==> config.mk <==
export PLATFORM = sky130hd
export DESIGN_NAME = fetch_queue
export DESIGN_NICKNAME = d
export VERILOG_FILES = /design/src/rtl/fetch_queue.sv
export SDC_FILE = /design/constraint.sdc
export NUM_CORES = 1
export LEC_CHECK = 0
export ABC_AREA = 1
export CAP_MARGIN = 20
export CORE_MARGIN = 3
export CORE_UTILIZATION = 60
export CTS_BUF_LIST = sky130_fd_sc_hd__clkbuf_8
export DETAILED_ROUTE_END_ITERATION = 7
export DONT_BUFFER_PORTS = 1
export GPL_TIMING_DRIVEN = 0
export PLACE_DENSITY_LB_ADDON = 0.3
export SYNTH_ARGS = -nofsm -noshare
export SYNTH_HDL_FRONTEND = slang
export SYNTH_SLANG_ARGS = --single-unit
export TNS_END_PERCENT = 100
==> constraint.sdc <==
create_clock -name clk -period 5.6 [get_ports clk]
set_input_delay 0.84 -clock clk [delete_from_list [all_inputs] [get_ports clk]]
set_output_delay 0.84 -clock clk [all_outputs]
set_load 0.005 [all_outputs]
==> src/rtl/fetch_queue.sv <==
// fetch_queue: DEPTH-entry fetch-to-decode FIFO with flush, hold-gated pop and valid/ready on both sides.
// Optional macro FETCH_QUEUE_BYPASS_EN forwards a push straight to the outputs when the queue is empty.
`default_nettype none

module fetch_queue #(
   parameter int                INST_W     = 32,
   parameter int                INT_W      = 8,
   parameter int                DEPTH      = 4,
   parameter logic [INST_W-1:0] NOP_INST   = 32'h00000013,
   parameter logic [2:0]        HOLD_LEVEL = 3'b010
) (
   input  logic                       clk,
   input  logic                       rst_n,
   input  logic                       push_valid_i,
   output logic                       push_ready_o,
   input  logic [INST_W-1:0]          inst_i,
   input  logic [INST_W-1:0]          inst_addr_i,
   input  logic [INT_W-1:0]           interrupt_flag_i,
   input  logic                       pop_ready_i,
   input  logic [2:0]                 hold_flag_i,
   input  logic                       flush_i,
   output logic                       pop_valid_o,
   output logic [INST_W-1:0]          inst_o,
   output logic [INST_W-1:0]          inst_addr_o,
   output logic [INT_W-1:0]           interrupt_flag_o,
   output logic [$clog2(DEPTH):0]     count_o
);

   localparam int PW = $clog2(DEPTH);
   localparam int CW = PW + 1;
   localparam logic [CW-1:0] FULL_CNT = CW'(DEPTH);

   logic [INST_W-1:0] inst_mem [DEPTH];
   logic [INST_W-1:0] addr_mem [DEPTH];
   logic [INT_W-1:0]  flag_mem [DEPTH];

   logic [PW-1:0] rptr;
   logic [PW-1:0] wptr;
   logic [CW-1:0] count;
   logic          full;
   logic          empty;
   logic          pop_en;
   logic          push_fire;
   logic          pop_fire;
   logic          bypass;

   assign full   = (count == FULL_CNT);
   assign empty  = (count == '0);
   assign pop_en = pop_ready_i && (hold_flag_i < HOLD_LEVEL) && !flush_i;

`ifdef FETCH_QUEUE_BYPASS_EN
   assign bypass = empty && push_valid_i && pop_en;
`else
   assign bypass = 1'b0;
`endif

   // A bypassed entry is consumed directly and must not also be stored.
   assign push_fire = push_valid_i && !full && !flush_i && !bypass;
   assign pop_fire  = !empty && pop_en;

   assign push_ready_o = !full;
   assign count_o      = count;

   always_ff @(posedge clk or negedge rst_n) begin
      if (!rst_n) begin
         rptr  <= '0;
         wptr  <= '0;
         count <= '0;
      end else if (flush_i) begin
         rptr  <= '0;
         wptr  <= '0;
         count <= '0;
      end else begin
         if (push_fire) wptr <= wptr + 1'b1;
         if (pop_fire)  rptr <= rptr + 1'b1;
         case ({push_fire, pop_fire})
            2'b10:   count <= count + 1'b1;
            2'b01:   count <= count - 1'b1;
            default: count <= count;
         endcase
      end
   end

   always_ff @(posedge clk) begin
      if (push_fire) begin
         inst_mem[wptr] <= inst_i;
         addr_mem[wptr] <= inst_addr_i;
         flag_mem[wptr] <= interrupt_flag_i;
      end
   end

   always_comb begin
      pop_valid_o      = !empty;
      inst_o           = NOP_INST;
      inst_addr_o      = '0;
      interrupt_flag_o = '0;
      if (!empty) begin
         inst_o           = inst_mem[rptr];
         inst_addr_o      = addr_mem[rptr];
         interrupt_flag_o = flag_mem[rptr];
      end else if (bypass) begin
         pop_valid_o      = 1'b1;
         inst_o           = inst_i;
         inst_addr_o      = inst_addr_i;
         interrupt_flag_o = interrupt_flag_i;
      end
   end

endmodule

`default_nettype wire

==> summary.txt, run 1 <==
Global routing
  • Tot GR Track Use: 23.6%
  • GRT overflow: 0
  • Largest net degree at the start of global routing: 30
  • Initial antenna violation count: 0
  • First-pass GRT wire length: 38700 µm
  • Vias in the first global route: 6993

Flow run
  • Max-cap violations: 0

Drt
  • DRT iter0 DRCs: 494
  • Detailed Routing Iterations Pass 1: 5
  • Wire per inst: 20.0 µm
  • Routed Antenna Nets: 0
  • Drc violations: 0
  • Vias per inst: 5.58
  • Routed vias: 7033
  • Routed WL: 25200 µm

Yosys
  • Dominant cell type by area after synthesis: edfxtp_1
  • Mean Syn Cell Area: 12.8 µm²
  • Area share of the largest cell type after synthesis: 74.1%
  • Syn Inst Count: 909
  • Sequential area share after synthesis: 75.6%
  • Mapped Nets: 994
  • Seq cells post-synth: 295
  • Netlist cell types: 28
  • Area contributors post-synth: edfxtp_1 74%, nor2_1 9.4%, o21ai_0 3.7%
  • Synth Warn #: 0
  • Mapped Area: 11700 µm²

Place
  • Port bufs: 0
  • Area after DPL: 12200 µm²
  • GP Congestion: 0.784
  • Detailed placement HPWL: 15500 µm
  • Worst slack, placed: 2.81 ns

Clocking
  • Worst-path clk slew: 0.06 ns
  • CTS tree: done
  • Post-CTS sizing: 0
  • Root Driver: clkbuf_8
  • Clock buffer depth: 3
  • Worst-skew pair later-pin latency: 0.54 ns
  • CTS sink cnt: 295
  • Inserted Clock Buffers: 45
  • H-tree depth: 2

Finish
  • Area delta synth->final: 11.9%
  • Fillers: 1354
  • Ant diodes: 0
  • Nets: 1051
  • Design Area, Final: 13100 µm²
  • Post-Route Utilization: 69.1%
  • Layout cell share with drive strength beyond 1: 11.8%

Timing
  • Final setup margin: 2.44 ns
  • Part of the cycle the worst path needs: 56.5%
  • Setup TNS: 0 ns
  • Maximum clock frequency: 0.316 GHz
  • Unrepaired setup endpoints after global routing: false
  • Fin. Hold Viols: 0
  • Setup violators final: 0
  • Number of max-slew violations in the final report: 0
  • Slew headroom: 40.7%
  • Tmin final: 3.16 ns
  • Least-Margin Pin Slew: 0.887 ns
  • Clock Skews: 0.0165 ns

Status
  • Outcome: completed

Worst setup path
  • R2r endpoint: addr_mem[2][18]
  • Worst setup SP type: flop
  • CP endpoint kind: output port
  • WS Path Type: flop to output port
  • Worst-path maximum fanout: 10
  • WP data arrival: 2.32 ns
  • Worst setup path endpoint: inst_o[12]
  • Critical Path Source: count_o[0]
  • Worst Reg-to-Reg Cells: 4
  • CP required: 4.76 ns
  • RR Startpoint: count_o[2]
  • Reg2Reg Setup Slack: 3.28 ns

Die
  • Die area: 21200 µm²
  • Core ar.: 18900 µm²
  • Starting Density: 61.8%
  • FP Rows: 50
  • I/O Pins: 157
  • Die X: 145 µm
  • Die Y: 145 µm

Power
  • Switching Fraction: 25.8%
  • Sw Pwr: 1.23 mW
  • Reg power frac: 53.9%
  • Leak Pwr: 4.50 nW
  • Cell Int Power: 3.53 mW
  • Design Power: 4.76 mW
  • Logic pwr share: 12.5%
  • Maximum VDD drop: 0.000297 V
  • Clock power frac: 33.6%
  • Pwr/cell area: 364 nW/µm²

Worst hold path
  • Hold path depth: 0
  • HP Class: primary input to flop
  • Hold_sp: inst_i[21]
[sequential cells by signal, indices dropped and copies added, names as in the netlist]
register / count
inst_mem: 128
flag_mem: 32
rptr: 2
wptr: 2
addr_mem: 128
count_o: 3
[worst min path at each step]
stage,to
2_1_floorplan,wptr[0]
3_3_place_gp,count_o[0]
3_5_place_dp,count_o[0]
4_1_cts,inst_mem[2][21]
5_1_grt,inst_mem[1][21]
6_report,inst_mem[2][21]
[cells by family (layout without fill, tap and decap cells)]
logic type | count (synthesis) | after routing | share of synthesized area, %
simple gates | 321 | 321 | 11.1
flops | 295 | 295 | 75.6
compound gates | 219 | 219 | 9.51
buf+inv | 68 | 159 | 3.10
fa+ha+maj | 5 | 5 | 0.601
xor+xnor | 1 | 1 | 0.0751
[synthesized netlist by cell type]
cell and instances:
o311ai_1 3, buf_4 5, clkbuf_1 13, o21ai_0 87, inv_1 10, nor2_1 292, nand2_1 11, ha_1 4
buf_6 8, fa_1 1, nand3_1 7, buf_2 16, nand3_2 2, o31ai_1 1, nor2_2 2, inv_2 4
nor2_4 2, o21ai_1 59, edfxtp_1 288, buf_1 6, nand2_2 1, xnor2_1 1, a21oi_1 69, clkbuf_2 6
nand2_4 2, dfrtp_1 7, nand3_4 1, nand3b_4 1
[metrics by stage]
stage,hold slack [ns],instances
global placement,0.545,1169
finish,0.387,1260
global route,0.352,1260
CTS,0.353,1260
floorplan,0.515,909
detailed placement,0.545,1178
[power by group through the flow]
stage | logic, mW | clock network, mW | registers, mW
final | 0.595 | 1.60 | 2.56
after global routing | 0.658 | 1.74 | 2.57
after CTS | 0.602 | 1.63 | 2.56
after detailed placement | 0.598 | 0 | 2.61
after global placement | 0.561 | 0 | 2.63
after floorplan | 0.384 | 0 | 2.61
[cells in the final DEF, fill, tap and decap left out, types with 5 or more instances in the layout]
cell	count
nor2_1	288
edfxtp_1	288
o21ai_0	87
a21oi_1	69
o21ai_1	59
clkbuf_8	48
inv_1	27
buf_2	16
clkbuf_1	13
nand2_1	11
clkinv_1	9
buf_6	8
nand3_1	7
dfrtp_1	7
buf_12	7
buf_1	6
nor2_4	6
clkbuf_2	6
buf_4	5
[per-layer routing]
layer  vias to the layer above  share of wire (%)  routed length, µm  GRT usage (%)
met5                         -                  0                  0              0
met4                         0                2.7                669           8.31
met3                        51                9.4               2360           7.63
met2                       273                 49              12300           38.5
met1                      3359                 39               9820           30.2
li1                       3350                  -                  -              -
[what timing repair did]
item                                   CTS  global route
buffers inserted                         0             0
endpoints found under the hold margin    7             0
setup endpoints to repair                0             0
hold buffers                             1             0
[cell type report]
class                           instances  area, µm²  area share (%)
Tap cell                              260        325            2.49
Multi-Input combinational cell        546       2510            19.3
Buffer                                 54        309            2.37
Clock buffer                           48        661            5.06
Sequential cell                       295       8820            67.6
Timing Repair Buffer                   10        205            1.57
Inverter                               14       52.6           0.403
Clock inverter                         33        163            1.25
[critical path: stages, from the launching register on]
cell      delay, ns
dfrtp_1        0.44
inv_2          0.14
nand2_1        0.10
nor2_4         0.33
clkbuf_1       0.57
a21oi_1        0.20
(Power assumes the default switching activity.)
==> inputs of run 2 (changes only) <==
--- a/config.mk
+++ b/config.mk
@@ -8,7 +8,7 @@
 export ABC_AREA = 1
 export CAP_MARGIN = 20
 export CORE_MARGIN = 3
-export CORE_UTILIZATION = 60
+export CORE_UTILIZATION = 59
 export CTS_BUF_LIST = sky130_fd_sc_hd__clkbuf_8
 export DETAILED_ROUTE_END_ITERATION = 7
 export DONT_BUFFER_PORTS = 1
==> constraint.sdc (replaced) <==
create_clock -name clk -period 2.87 [get_ports clk]
set_input_delay 0.4305 -clock clk [delete_from_list [all_inputs] [get_ports clk]]
set_output_delay 0.4305 -clock clk [all_outputs]
set_load 0.005 [all_outputs]
==> run 2 against run 1 <==
Setup slack worse by 2.3 ns. Global-route usage grew 0.44 points. First-iteration DRC count rose by 8.5%. Die area is 1.6% higher. Critical path type unchanged.
==> summary.txt, run 2 (synthesis results as in run 1) <==
Status
  • Outcome: completed

Worst setup path
  • WS Path Type: flop to output port
  • RR Startpoint: count_o[0]
  • Critical Path Source: count_o[0]
  • Worst-path maximum fanout: 10 (unchanged)
  • Worst path cell trace: inv_2, nand2_1, nor2_4, clkbuf_1, a21oi_1
  • WP buf/inv: 2 (unchanged)
  • Worst setup SP type: flop
  • Family with the most delay on the worst path: buffers and inverters
  • Crit-path max cell delay: 0.56 ns (about the same)
  • WP data arrival: 2.29 ns (-0.03 ns)
  • Slowest library cell on the worst path: clkbuf_1
  • CP required: 2.44 ns (-2.32 ns)
  • CP endpoint kind: output port

Timing
  • Unrepaired setup endpoints after global routing: false
  • Tmin final: 2.72 ns
  • Setup TNS: 0 ns (unchanged)
  • Slew headroom: 55.3% (+15 points)
  • Fin. Hold Viols: 0 (unchanged)
  • Setup violators final: 0 (unchanged)
  • Clock Skews: 0.0175 ns (+0.00103 ns)
  • Maximum clock frequency: 0.367 GHz
  • Part of the cycle the worst path needs: 94.8%
  • Final setup margin: 0.149 ns (-2.29 ns)
  • Final Hold Slack: 0.105 ns (-0.283 ns)
  • Least-Margin Pin Slew: 0.669 ns (-0.218 ns)
  • Number of max-slew violations in the final report: 0 (unchanged)

Place
  • Area after DPL: 12200 µm² (about the same)
  • Placed Cells incl. Taps: 1178 (unchanged)
  • GP Congestion: 0.767 (-2.1%)
  • Detailed placement HPWL: 15400 µm (-1.0%)
  • Port bufs: 0 (unchanged)
  • Worst slack, placed: 0.598 ns (-2.21 ns)

Power
  • Pwr/cell area: 691 nW/µm² (+90%)
  • Leak Pwr: 4.81 nW (+6.9%)
  • Design Power: 9.54 mW (+100%)
  • Maximum VDD drop: 0.000530 V (+79%)

Worst hold path
  • Hold_sp: hold_flag_i[1]
  • HP Class: primary input to flop

Global routing
  • GR peak layer: met2
  • GRT overflow: 0 (unchanged)
  • Largest net degree at the start of global routing: 30 (unchanged)
  • Vias in the first global route: 7357 (+5.2%)
  • First-pass GRT wire length: 40200 µm (+4.0%)
  • Met1 Usage GRT: 31.0% (+0.78 points)
  • Tot GR Track Use: 24.0% (+0.44 points)
  • Initial antenna violation count: 1 (+1)
  • Met3 GRT Util: 6.21% (-1.4 points)
  • Met2 Usage GRT: 39.2% (+0.71 points)

Finish
  • Top Registers: addr_mem (128), inst_mem (128), flag_mem (32)
  • Area delta synth->final: 18.3%
  • Design Area, Final: 13800 µm² (+5.7%)
  • Nets: 1124 (+6.9%)
  • Post-Route Utilization: 72.3% (+3.2 points)
  • Most frequent cells in the layout: 288 x nor2_1, 288 x edfxtp_1, 87 x o21ai_0
  • Layout Cells excl Fill: 1333 (+5.8%)
  • Layout cell share with drive strength beyond 1: 11.4% (-0.42 points)
  • Area of the multi-input gates: 2510 µm² (unchanged)
  • Fillers: 1234 (-8.9%)
  • Register Area: 8820 µm² (unchanged)

Die
  • I/O Pins: 157 (unchanged)
  • Starting Density: 61.1% (-0.61 points)
  • Core ar.: 19100 µm² (+0.99%)
  • Die area: 21500 µm² (+1.6%)
  • FP Rows: 50 (unchanged)
  • Die Y: 147 µm (+0.81%)
  • Die X: 147 µm (+0.81%)

Clocking
  • Worst-skew pair later-pin latency: 0.54 ns (about the same)
  • Root Driver: clkbuf_8
  • Post-CTS Setup Repair Bufs: 0 (unchanged)
  • H-tree depth: 2 (unchanged)
  • Clock buffer depth: 3 (unchanged)
  • Inserted Clock Buffers: 46 (+2.2%)
  • CTS sink cnt: 295 (unchanged)
  • CTS tree: done
  • Post-CTS sizing: 0 (unchanged)
  • Worst-path clk slew: 0.06 ns (about the same)

Drt
  • Detailed Routing Iterations Pass 1: 5 (unchanged)
  • Routed vias: 7392 (+5.1%)
  • Wire per inst: 19.7 µm (-1.5%)
  • Vias per inst: 5.55 (-0.65%)
  • Routed Antenna Nets: 0 (unchanged)
  • DRT iter0 DRCs: 536 (+8.5%)
  • Drc violations: 0 (unchanged)
  • Routed WL: 26300 µm (+4.2%)

Flow run
  • Max-cap violations: 0 (unchanged)
run 2: worst min-delay path: stages:
cell     delay (ns)
nor2_2         0.03
nand3_4        0.08
o31ai_1        0.06
run 2: report_power, final:
group	internal, mW	switching [mW]
combinational	0.372	0.900
sequential	4.94	0.0584
clock	1.75	1.51
total	7.06	2.47
run 2: cell type report:
cell class              count  share of cell area [%]
flip-flops and latches    295                    63.9
multi-input cells         546                    18.2
repair buffers             82                    6.65
clock buffers              49                    4.89
well taps                 260                    2.36
plain buffers              54                    2.24
clock inverters            32                    1.32
inverters                  14                   0.381
diodes                      1                  0.0181
run 2: path summary, 6_finish.rpt:
kind / to / slack [ns] / depth (start not counted)
hold / removal: rptr[1] / 0.10 / 3
min in group asynchronous: count_o[1] / 0.24 / 1
setup reg to reg: addr_mem[3][13] / 0.64 / 5
max in group asynchronous: count_o[2] / 2.36 / 1
setup / recovery: inst_o[18] / 0.15 / 5
hold reg to reg: wptr[0] / 0.58 / 1
run 2: routing by layer:
metal  up-vias  share of wire (%)
met5         -                  0
met4         0                2.6
met3        57                9.2
met2       342                 48
met1      3496                 40
li1       3497                  -
run 2: repair_timing:
action / in CTS / in global routing
endpoints found under the hold margin: 295 / 0
endpoints found under the setup margin: 0 / 0
hold buffers: 73 / 0
